**config.mk**
```make
export PLATFORM = sky130hd
export DESIGN_NAME = exec_cdb_unit
export DESIGN_NICKNAME = d
export VERILOG_FILES = /design/src/rtl/exec_cdb_unit.sv
export SDC_FILE = /design/constraint.sdc
export NUM_CORES = 1
export LEC_CHECK = 0
export ABC_AREA = 1
export CAP_MARGIN = 5
export CORE_ASPECT_RATIO = 0.7
export CORE_MARGIN = 1
export CORE_UTILIZATION = 60
export DETAILED_ROUTE_END_ITERATION = 10
export GPL_ROUTABILITY_DRIVEN = 0
export HOLD_SLACK_MARGIN = 0.15
export PLACE_DENSITY = 0.83
export SLEW_MARGIN = 20
export SYNTH_ARGS = -nofsm -noshare
export SYNTH_HDL_FRONTEND = slang
export SYNTH_SLANG_ARGS = --single-unit
```
**constraint.sdc**
```tcl
create_clock -name clk1 -period 6.8 [get_ports clk1]
set_input_delay 0.68 -clock clk1 [delete_from_list [all_inputs] [get_ports clk1]]
set_output_delay 0.68 -clock clk1 [all_outputs]
set_load 0.03 [all_outputs]
```
**src/rtl/exec_cdb_unit.sv**
```systemverilog
// exec_cdb_unit: execute stage fed by the add and mul reservation stations.
// An add/sub unit and a mul/div unit run side by side and share a single
// common data bus (CDB) with a valid/ready handshake toward the ROB.
// Optional macro DIV_EN: when defined, func 0011 runs an iterative restoring
// divider (one quotient bit per cycle). When undefined, there is no divider
// logic, and func 0011 completes one cycle after accept with cdb_exc=1.
module exec_cdb_unit #(
  parameter int W       = 16,
  parameter int ROB_W   = 3,
  parameter int RD_W    = 4,
  parameter int RSI_W   = 2,
  parameter int MUL_LAT = 3
) (
  input  logic             clk1,
  input  logic             rst_n,
  input  logic             in_valid,
  output logic             in_ready,
  input  logic [3:0]       in_func,
  input  logic [W-1:0]     in_rs1data,
  input  logic [W-1:0]     in_rs2data,
  input  logic [ROB_W-1:0] in_rob_ind,
  input  logic [RD_W-1:0]  in_rd,
  input  logic [RSI_W-1:0] in_rsindex,
  output logic             cdb_valid,
  input  logic             cdb_ready,
  output logic [W-1:0]     cdb_data,
  output logic [ROB_W-1:0] cdb_rob_ind,
  output logic [RD_W-1:0]  cdb_rd,
  output logic [RSI_W-1:0] cdb_rsindex,
  output logic             cdb_unit,
  output logic             cdb_exc
);

  localparam logic [3:0] F_ADD = 4'b0000;
  localparam logic [3:0] F_SUB = 4'b0001;
  localparam logic [3:0] F_MUL = 4'b0010;
  localparam logic [3:0] F_DIV = 4'b0011;

  localparam int MAXL  = (W > MUL_LAT) ? W : MUL_LAT;
  localparam int CNT_W = $clog2(MAXL + 1);

  typedef enum logic {A_IDLE, A_DONE} add_st_e;
  typedef enum logic [1:0] {M_IDLE, M_BUSY, M_DONE} mul_st_e;

  // Add unit state and result registers
  add_st_e          add_st_q, add_st_d;
  logic [W-1:0]     add_data_q, add_data_d;
  logic [ROB_W-1:0] add_rob_q, add_rob_d;
  logic [RD_W-1:0]  add_rd_q, add_rd_d;
  logic [RSI_W-1:0] add_rsi_q, add_rsi_d;
  logic             add_exc_q, add_exc_d;

  // Mul unit state; mul_data_q doubles as the quotient shift register
  mul_st_e          mul_st_q, mul_st_d;
  logic [CNT_W-1:0] mul_cnt_q, mul_cnt_d;
  logic [CNT_W-1:0] mul_lat;
  logic [W-1:0]     mul_data_q, mul_data_d;
  logic [ROB_W-1:0] mul_rob_q, mul_rob_d;
  logic [RD_W-1:0]  mul_rd_q, mul_rd_d;
  logic [RSI_W-1:0] mul_rsi_q, mul_rsi_d;
  logic             mul_exc_q, mul_exc_d;
`ifdef DIV_EN
  logic             mul_isdiv_q, mul_isdiv_d;
  logic [W-1:0]     mul_rem_q, mul_rem_d;
  logic [W-1:0]     mul_dvs_q, mul_dvs_d;
`endif

  // CDB grant lock: keeps a stalled winner on the bus until it is taken
  logic lock_q, lock_d;
  logic lock_mul_q, lock_mul_d;

  logic         to_mul;
  logic         acc;
  logic         gnt_mul;
  logic         hs;
  logic [W-1:0] mul_lo;
  logic [W:0]   add_res;

  // {exc, data} of the add unit; anything that is not add/sub is illegal here
  function automatic logic [W:0] add_alu(input logic [3:0] f, input logic [W-1:0] a,
                                         input logic [W-1:0] b);
    logic [W:0] r;
    case (f)
      F_ADD:   r = {1'b0, a + b};
      F_SUB:   r = {1'b0, a - b};
      default: r = {1'b1, {W{1'b0}}};
    endcase
    return r;
  endfunction

`ifdef DIV_EN
  // One restoring-division step: returns {remainder, quotient} after shifting in one bit.
  // With a zero divisor every trial succeeds, so the quotient fills with ones.
  function automatic logic [2*W-1:0] div_step(input logic [W-1:0] rem, input logic [W-1:0] quo,
                                              input logic [W-1:0] dvs);
    logic [W:0]   sh;
    logic [W-1:0] diff;
    sh   = {rem, quo[W-1]};
    diff = sh[W-1:0] - dvs;
    if (sh >= {1'b0, dvs}) return {diff, quo[W-2:0], 1'b1};
    else                   return {sh[W-1:0], quo[W-2:0], 1'b0};
  endfunction
`endif

  assign to_mul   = (in_func == F_MUL) || (in_func == F_DIV);
  assign in_ready = rst_n && (to_mul ? (mul_st_q == M_IDLE) : (add_st_q == A_IDLE));
  assign acc      = in_valid && in_ready;
  assign mul_lo   = in_rs1data * in_rs2data;
  assign add_res  = add_alu(in_func, in_rs1data, in_rs2data);

  // Grant: a locked (stalled) winner keeps the bus, otherwise mul has priority
  assign gnt_mul = lock_q ? lock_mul_q : (mul_st_q == M_DONE);
  assign hs      = cdb_valid && cdb_ready;

  // CDB drive: selected unit's fields when it is DONE, all zero otherwise
  always_comb begin
    cdb_valid   = 1'b0;
    cdb_data    = '0;
    cdb_rob_ind = '0;
    cdb_rd      = '0;
    cdb_rsindex = '0;
    cdb_unit    = 1'b0;
    cdb_exc     = 1'b0;
    if (gnt_mul) begin
      if (mul_st_q == M_DONE) begin
        cdb_valid   = 1'b1;
        cdb_data    = mul_data_q;
        cdb_rob_ind = mul_rob_q;
        cdb_rd      = mul_rd_q;
        cdb_rsindex = mul_rsi_q;
        cdb_unit    = 1'b1;
        cdb_exc     = mul_exc_q;
      end
    end else if (add_st_q == A_DONE) begin
      cdb_valid   = 1'b1;
      cdb_data    = add_data_q;
      cdb_rob_ind = add_rob_q;
      cdb_rd      = add_rd_q;
      cdb_rsindex = add_rsi_q;
      cdb_exc     = add_exc_q;
    end
  end

  // Lock next state: hold the current grant across a stall
  always_comb begin
    lock_d     = cdb_valid && !cdb_ready;
    lock_mul_d = gnt_mul;
  end

  // Add unit next state: IDLE -> DONE on accept, DONE -> IDLE on its handshake
  always_comb begin
    add_st_d   = add_st_q;
    add_data_d = add_data_q;
    add_rob_d  = add_rob_q;
    add_rd_d   = add_rd_q;
    add_rsi_d  = add_rsi_q;
    add_exc_d  = add_exc_q;
    if (add_st_q == A_IDLE) begin
      if (acc && !to_mul) begin
        add_st_d   = A_DONE;
        add_data_d = add_res[W-1:0];
        add_exc_d  = add_res[W];
        add_rob_d  = in_rob_ind;
        add_rd_d   = in_rd;
        add_rsi_d  = in_rsindex;
      end
    end else if (hs && !gnt_mul) begin
      add_st_d = A_IDLE;
    end
  end

  // Mul unit next state: accept loads operands and latency, BUSY counts down
  always_comb begin
    mul_st_d   = mul_st_q;
    mul_cnt_d  = mul_cnt_q;
    mul_lat    = CNT_W'(MUL_LAT);
    mul_data_d = mul_data_q;
    mul_rob_d  = mul_rob_q;
    mul_rd_d   = mul_rd_q;
    mul_rsi_d  = mul_rsi_q;
    mul_exc_d  = mul_exc_q;
`ifdef DIV_EN
    mul_isdiv_d = mul_isdiv_q;
    mul_rem_d   = mul_rem_q;
    mul_dvs_d   = mul_dvs_q;
`endif
    case (mul_st_q)
      M_IDLE: begin
        if (acc && to_mul) begin
          mul_rob_d  = in_rob_ind;
          mul_rd_d   = in_rd;
          mul_rsi_d  = in_rsindex;
          mul_data_d = mul_lo;
          mul_exc_d  = 1'b0;
`ifdef DIV_EN
          mul_isdiv_d = 1'b0;
          if (in_func == F_DIV) begin
            // First quotient bit is resolved in the accept cycle
            mul_isdiv_d             = 1'b1;
            {mul_rem_d, mul_data_d} = div_step({W{1'b0}}, in_rs1data, in_rs2data);
            mul_dvs_d               = in_rs2data;
            mul_exc_d               = (in_rs2data == {W{1'b0}});
            mul_lat                 = CNT_W'(W);
          end
`else
          if (in_func == F_DIV) begin
            mul_data_d = '0;
            mul_exc_d  = 1'b1;
            mul_lat    = CNT_W'(1);
          end
`endif
          if (mul_lat == CNT_W'(1)) begin
            mul_st_d = M_DONE;
          end else begin
            mul_st_d  = M_BUSY;
            mul_cnt_d = mul_lat - CNT_W'(1);
          end
        end
      end
      M_BUSY: begin
`ifdef DIV_EN
        if (mul_isdiv_q) begin
          {mul_rem_d, mul_data_d} = div_step(mul_rem_q, mul_data_q, mul_dvs_q);
        end
`endif
        mul_cnt_d = mul_cnt_q - CNT_W'(1);
        if (mul_cnt_q == CNT_W'(1)) mul_st_d = M_DONE;
      end
      M_DONE: begin
        if (hs && gnt_mul) mul_st_d = M_IDLE;
      end
      default: mul_st_d = M_IDLE;
    endcase
  end

  // Control registers: synchronous active-low reset drops any in-flight op
  always_ff @(posedge clk1) begin
    if (!rst_n) begin
      add_st_q   <= A_IDLE;
      mul_st_q   <= M_IDLE;
      mul_cnt_q  <= '0;
      lock_q     <= 1'b0;
      lock_mul_q <= 1'b0;
    end else begin
      add_st_q   <= add_st_d;
      mul_st_q   <= mul_st_d;
      mul_cnt_q  <= mul_cnt_d;
      lock_q     <= lock_d;
      lock_mul_q <= lock_mul_d;
    end
  end

  // Data registers: only observed while their unit is DONE, so no reset
  always_ff @(posedge clk1) begin
    add_data_q <= add_data_d;
    add_rob_q  <= add_rob_d;
    add_rd_q   <= add_rd_d;
    add_rsi_q  <= add_rsi_d;
    add_exc_q  <= add_exc_d;
    mul_data_q <= mul_data_d;
    mul_rob_q  <= mul_rob_d;
    mul_rd_q   <= mul_rd_d;
    mul_rsi_q  <= mul_rsi_d;
    mul_exc_q  <= mul_exc_d;
`ifdef DIV_EN
    mul_isdiv_q <= mul_isdiv_d;
    mul_rem_q   <= mul_rem_d;
    mul_dvs_q   <= mul_dvs_d;
`endif
  end

endmodule
```
==> metrics.cfg, run 1 <==
[status]
status=complete, no violations

[sta]
fin_crit_ns=6.208
rsz0062_at_grt=no
tightest_slew_ns=1.102
report.final.slew_viol_count=0
slew_headroom_pct=26.11
finalHoldViolations=0
worst_slack_ns=0.5918
setup_viol=0
clock_skew_ns=0.001935
tns_ns=0
fmax_ghz=0.1611
min_period_over_period_pct=91.30
finalHoldWorstSlack_ns=0.4965

[clock_network]
clk_latency_ns=0.33
cts-resized-gates=0
cts-root-buf=clkbuf_16
cts_made_buffers=9
htreeDepth=3
clk_pin_slew_ns=0.05
postCtsHoldBufs=0
cts_setup_buffers=0
cts_tree=done
clk_path_buf_depth=2
clkSinkCount=62

[detailed_routing]
vias=7030
firstDrtPassIters=6
ant_nets=0
routed_via_density=5.579
wire_per_inst_microns=16.64
initialDrtViolationCount=699
drcViolationCount=0
wl_microns=20970

[finish]
nets=1292
final_common_cell=inv_1
layout-drive-gt1-share_pct=4.554
mostFrequentLayoutCells=259 x inv_1, 248 x nand2_1, 81 x fa_1
syn_to_final_growth_pct=15.16
antennaDiodeCount=0
utilization_pct=72.27
fin_cells=1260

[synth]
yosysUniqueCellTypes=40
avgSynthCellArea_sq_um=7.713
postSynthCellCount=1028
ys_warn_count=0
syn_area_sq_mm=0.007929
synth_seq_cells=62
syn_nets=1226
ys_seq_area_share_pct=22.22

[grt]
grt_max_degree=29
antenna_found_initial=1
use_met1_pct=43.54
grt_use_total_pct=32.87
top_usage_layer=met2
gr-usage-met3_pct=12.06
met2_usage_pct=51.84
grt_pass1_wl_microns=34810
gr-total-overflow=0
grt_pass1_vias=7164

[place]
place_hpwl_microns=16510
dp_slack_ns=0.2738
dp_cells=1245
io_buffers=77

[worst_setup_path]
critPathLaunch=in_rs1data[6]
timing.rr.start=add_st_q
critical_path_class=in2reg
crit_arrival_ns=6.38
crit_required_ns=6.97
cp-end-kind=register
crit_path_start_kind=input port
crit_fanout=11

[floorplan]
die_area_sq_mm=0.01369
initial_core_util_pct=62.75
coreArea_sq_mm=0.01263
die_w_microns=139.4
boundaryPins=78
rows=34
die_h_microns=98.18

[worst_hold_path]
min_from=mul_cnt_q[4]
hold_path.class=reg2reg

[power_and_ir_drop]
p_leak_uw=0.004777
p_per_area_mw_per_mm2=309.7
ir_drop_mv=0.2343

[job]
cap_violations=0

==> kinds of logic (layout without fill, tap and decap cells) <==
logic type,Yosys count,count (layout),synth area share [%]
simple gates,359,359,18.79
buf+inv,305,375,14.80
fa+ha+maj,149,149,31.18
compound gates,132,132,10.68
flops,62,62,22.22
xor+xnor,21,21,2.320
==> final timing paths <==
path	cells past startpoint	slack, ns	end
max	26	0.59	mul_data_q[14]
min	2	0.50	mul_cnt_q[4]
max reg2reg	9	3.51	mul_cnt_q[3]
min reg2reg	2	0.50	mul_cnt_q[4]
==> where the power goes <==
part           leakage, uW  switching, uW  internal (uW)
Sequential        0.000576           10.2            494
Combinational      0.00406           1160            729
Clock             0.000136            157            279
Total              0.00478           1330           1500
==> cells in the mapped netlist <==
master,n,share of area (%)
o21ai_0,27,1.7
inv_1,261,12
edfxtp_1,52,20
o21bai_1,1,0.095
a31oi_1,2,0.16
xnor2_1,8,0.88
nor3b_2,1,0.16
inv_2,6,0.28
dfxtp_1,10,2.5
nand3_1,39,2.5
nor2_4,2,0.28
a21boi_1,1,0.095
nand2_1,248,12
nor2_1,44,2.1
nand3b_4,1,0.25
o21ai_2,1,0.11
fa_1,81,20
and2_4,1,0.11
nor3_2,1,0.13
xor2_1,13,1.4
clkbuf_2,1,0.063
buf_2,13,0.82
nand3b_1,3,0.28
nor2_2,3,0.24
nor3_1,13,0.82
a211oi_1,1,0.095
a21oi_1,52,3.3
clkbuf_1,20,0.95
ha_1,68,11
a21oi_2,2,0.22
a32o_1,26,3.3
buf_1,1,0.047
o2111ai_1,2,0.22
o21ai_1,6,0.38
o21a_1,6,0.57
o31ai_1,2,0.19
nand2_2,3,0.24
a21o_1,2,0.19
buf_4,3,0.28
o211ai_1,1,0.095
==> stage by stage <==
step                area, sq um  power (uW)
global placement           8851        2303
finish                     9131        2828
detailed placement         8851        2379
global route               9131        3134
floorplan                  7929        1874
CTS                        9131        2808
==> registers in the layout, indices dropped and copies added (netlist names) <==
name,flops
add_data_q,16
mul_data_q,16
mul_cnt_q,5
add_rd_q,4
mul_rd_q,4
add_rob_q,3
mul_rob_q,3
add_rsi_q,2
mul_rsi_q,2
mul_st_q,2
add_exc_q,1
add_st_q,1
lock_mul_q,1
lock_q,1
mul_exc_q,1
==> worst max-delay path, cell delays in order <==
cell and delay, ns:
clkdlybuf4s50_1 0.68, nand2_1 0.17, inv_1 0.07, fa_1 0.51
inv_1 0.06, fa_1 0.49, inv_1 0.06, fa_1 0.50
inv_1 0.05, fa_1 0.53, inv_1 0.05, fa_1 0.48
inv_1 0.05, fa_1 0.49, inv_1 0.05, ha_1 0.36
nand2_1 0.09, nor3_1 0.22, nand3_1 0.14, nand3_1 0.13
nand2_1 0.06, inv_1 0.06, o21ai_0 0.07, nand2_1 0.08
o21ai_0 0.07, a21oi_1 0.15
==> per-layer routing <==
metal  routed length, microns  part of all wire [%]  vias to the layer above
met2                     9192                    44                      386
met1                     8719                    42                     3295
met5                        0                     0                        -
met3                     2729                    13                       41
li1                         -                     -                     3308
met4                      325                   1.6                        0
==> final cells by class <==
cell class	instances	area, sq um
well taps	162	202.7
inverters	267	1002
flip-flops and latches	62	1762
repair buffers	93	890.9
fillers	959	3503
clock buffers	10	229.0
clock inverters	5	51.30
multi-input cells	661	4994
Power figures use the tool's default switching activity.
==> run 2, diff against run 1 <==
- CTS_CLUSTER_SIZE: not set -> 8
- SETUP_SLACK_MARGIN: not set -> 0.4
==> run 2 against run 1 <==
  * Non-clock buffer count is the same
  * Die area unchanged
  * Routed wire length rose by 0.15%
  * Via count up 0.36%
  * Register-to-register slack improved by 0.02 ns
  * Critical path depth is 2 lower
  * Sequential power about the same
  * Clock power barely moved
  * Final cell count stayed put
  * Critical endpoint unchanged
==> metrics.cfg, run 2 (same netlist as run 1, synthesis figures left out) <==
[finish]
nets=1292  ; unchanged
antennaDiodeCount=0  ; unchanged
fill_cells=958  ; -0.10%
multi_input_area_sq_mm=0.004999  ; +0.10%
final_area_sq_mm=0.009141  ; +0.11%
final_common_cell=inv_1
top_regs=add_data_q (16), mul_data_q (16), mul_cnt_q (5)
utilization_pct=72.35  ; +0.079 points
mostFrequentLayoutCells=259 x inv_1, 248 x nand2_1, 81 x fa_1
seq_area_sq_mm=0.001762  ; unchanged
syn_to_final_growth_pct=15.29
layout-drive-gt1-share_pct=4.645  ; +0.091 points

[sta]
worst_slack_ns=0.7658  ; +0.1740 ns
rsz0062_at_grt=no
fin_crit_ns=6.034  ; -0.1740 ns
tns_ns=0  ; unchanged
slew_headroom_pct=28.34  ; +2.2 points
finalHoldWorstSlack_ns=0.4944  ; -0.002125 ns
finalHoldViolations=0  ; unchanged
setup_viol=0  ; unchanged
min_period_over_period_pct=88.74  ; -2.6 points
report.final.slew_viol_count=0  ; unchanged
clock_skew_ns=0.002122  ; +0.0001871 ns
fmax_ghz=0.1657  ; +2.9%
tightest_slew_ns=1.068  ; -0.03329 ns

[floorplan]
die_h_microns=98.18  ; unchanged
rows=34  ; unchanged
boundaryPins=78  ; unchanged
die_area_sq_mm=0.01369  ; unchanged
die_w_microns=139.4  ; unchanged
initial_core_util_pct=62.75  ; unchanged
coreArea_sq_mm=0.01263  ; unchanged

[power_and_ir_drop]
p_leak_uw=0.004796  ; +0.41%
ir_drop_mv=0.2352  ; +0.40%
p_per_area_mw_per_mm2=310.8  ; +0.38%

[grt]
gr-total-overflow=0  ; unchanged
grt_pass1_wl_microns=34810  ; unchanged
antenna_found_initial=1  ; unchanged
grt_use_total_pct=32.87  ; unchanged
grt_pass1_vias=7164  ; unchanged
grt_max_degree=29  ; unchanged

[detailed_routing]
routed_via_density=5.599  ; +0.36%
wire_per_inst_microns=16.67  ; +0.15%
drcViolationCount=0  ; unchanged
wl_microns=21000  ; +0.15%
vias=7055  ; +0.36%
initialDrtViolationCount=714  ; +2.1%
firstDrtPassIters=6  ; unchanged
ant_nets=0  ; unchanged

[worst_setup_path]
cpMaxStageDelayCell=fa_1
crit_fanout=10  ; -1
cp_cell_sequence=clkdlybuf4s50_1 > buf_4 > nand2_1 > fa_1 > fa_1 > inv_1 > fa_1 > inv_1 > fa_1 > inv_1 > fa_1 > inv_1 > fa_1 > inv_1 > ha_1 > a21oi_1 > o21a_1 > nand3_1 > nand2_1 > inv_1 > o21ai_0 > nand2_1 > o21ai_0 > a21oi_1
cpPeakStageDelay_ns=0.56  ; -0.12 ns
crit_path_start_kind=input port
r2r_slack_ns=3.53  ; +0.02 ns
timing.rr.start=add_st_q
critical_path_class=in2reg
critPathLaunch=in_rs2data[1]
cp-end-kind=register
crit_arrival_ns=6.11  ; -0.27 ns
crit_required_ns=6.87  ; -0.10 ns

[place]
io_buffers=77  ; unchanged
place_hpwl_microns=16510  ; unchanged
place_area_sq_mm=0.008851  ; unchanged
dp_slack_ns=0.2738  ; unchanged

[clock_network]
postCtsHoldBufs=0  ; unchanged
htreeDepth=3  ; unchanged
cts_made_buffers=9  ; unchanged
clk_latency_ns=0.33  ; about the same
cts_setup_buffers=0  ; unchanged
cts-root-buf=clkbuf_16
clkSinkCount=62  ; unchanged
clk_path_buf_depth=2  ; unchanged
clk_pin_slew_ns=0.05  ; about the same
cts_tree=done

[status]
status=complete, no violations

[worst_hold_path]
min_from=mul_cnt_q[0]
hold_path.class=reg2reg

[job]
cap_violations=0  ; unchanged

## run 2: per-layer routing
| layer | vias to the layer above | global-route usage, % | part of all wire (%) |
|---|---|---|---|
| met1 | 3299 | 43.54 | 42 |
| met4 | 0 | 6.752 | 1.7 |
| met3 | 43 | 12.06 | 13 |
| met2 | 407 | 51.84 | 43 |
| met5 | - | 0 | 0 |
| li1 | 3306 | - | - |
## run 2: per-stage QoR
step	power, uW	instances
2_1_floorplan	1874	1028
3_3_place_gp	2303	1245
3_5_place_dp	2379	1245
4_1_cts	2808	1260
5_1_grt	3142	1260
6_report	2841	1260
## run 2: worst max-delay path, delay by kind of cell
| family | cells | cell delay [ns] |
|---|---|---|
| AOI/OAI and AO/OA | 5 | 0.68 |
| adders and majority gates | 7 | 3.42 |
| buffers and inverters | 8 | 0.98 |
| and+or+nand+nor | 4 | 0.34 |
## run 2: worst paths after layout
kind | end | cells after the start
max | mul_data_q[14] | 24
max reg2reg | mul_cnt_q[3] | 9
min | mul_cnt_q[0] | 2
min reg2reg | mul_cnt_q[0] | 2
## run 2: repair_timing
item | CTS | global route
endpoints found under the hold margin | 0 | 0
resized for setup | 0 | 3
endpoints found under the setup margin | 0 | 1
## run 2: where the power goes
group / internal, uW / leakage [uW] / switching, uW / total, uW
sequential: 494 / 0.000576 / 10.4 / 504
clock: 279 / 0.000136 / 158 / 437
combinational: 731 / 0.00408 / 1170 / 1900
## run 2: area by class of cell
class	count	share of cell area [%]
inverters	267	10.96
clock buffers	10	2.505
clock inverters	5	0.5612
multi-input cells	661	54.68
flip-flops and latches	62	19.27
well taps	162	2.217
repair buffers	93	9.800
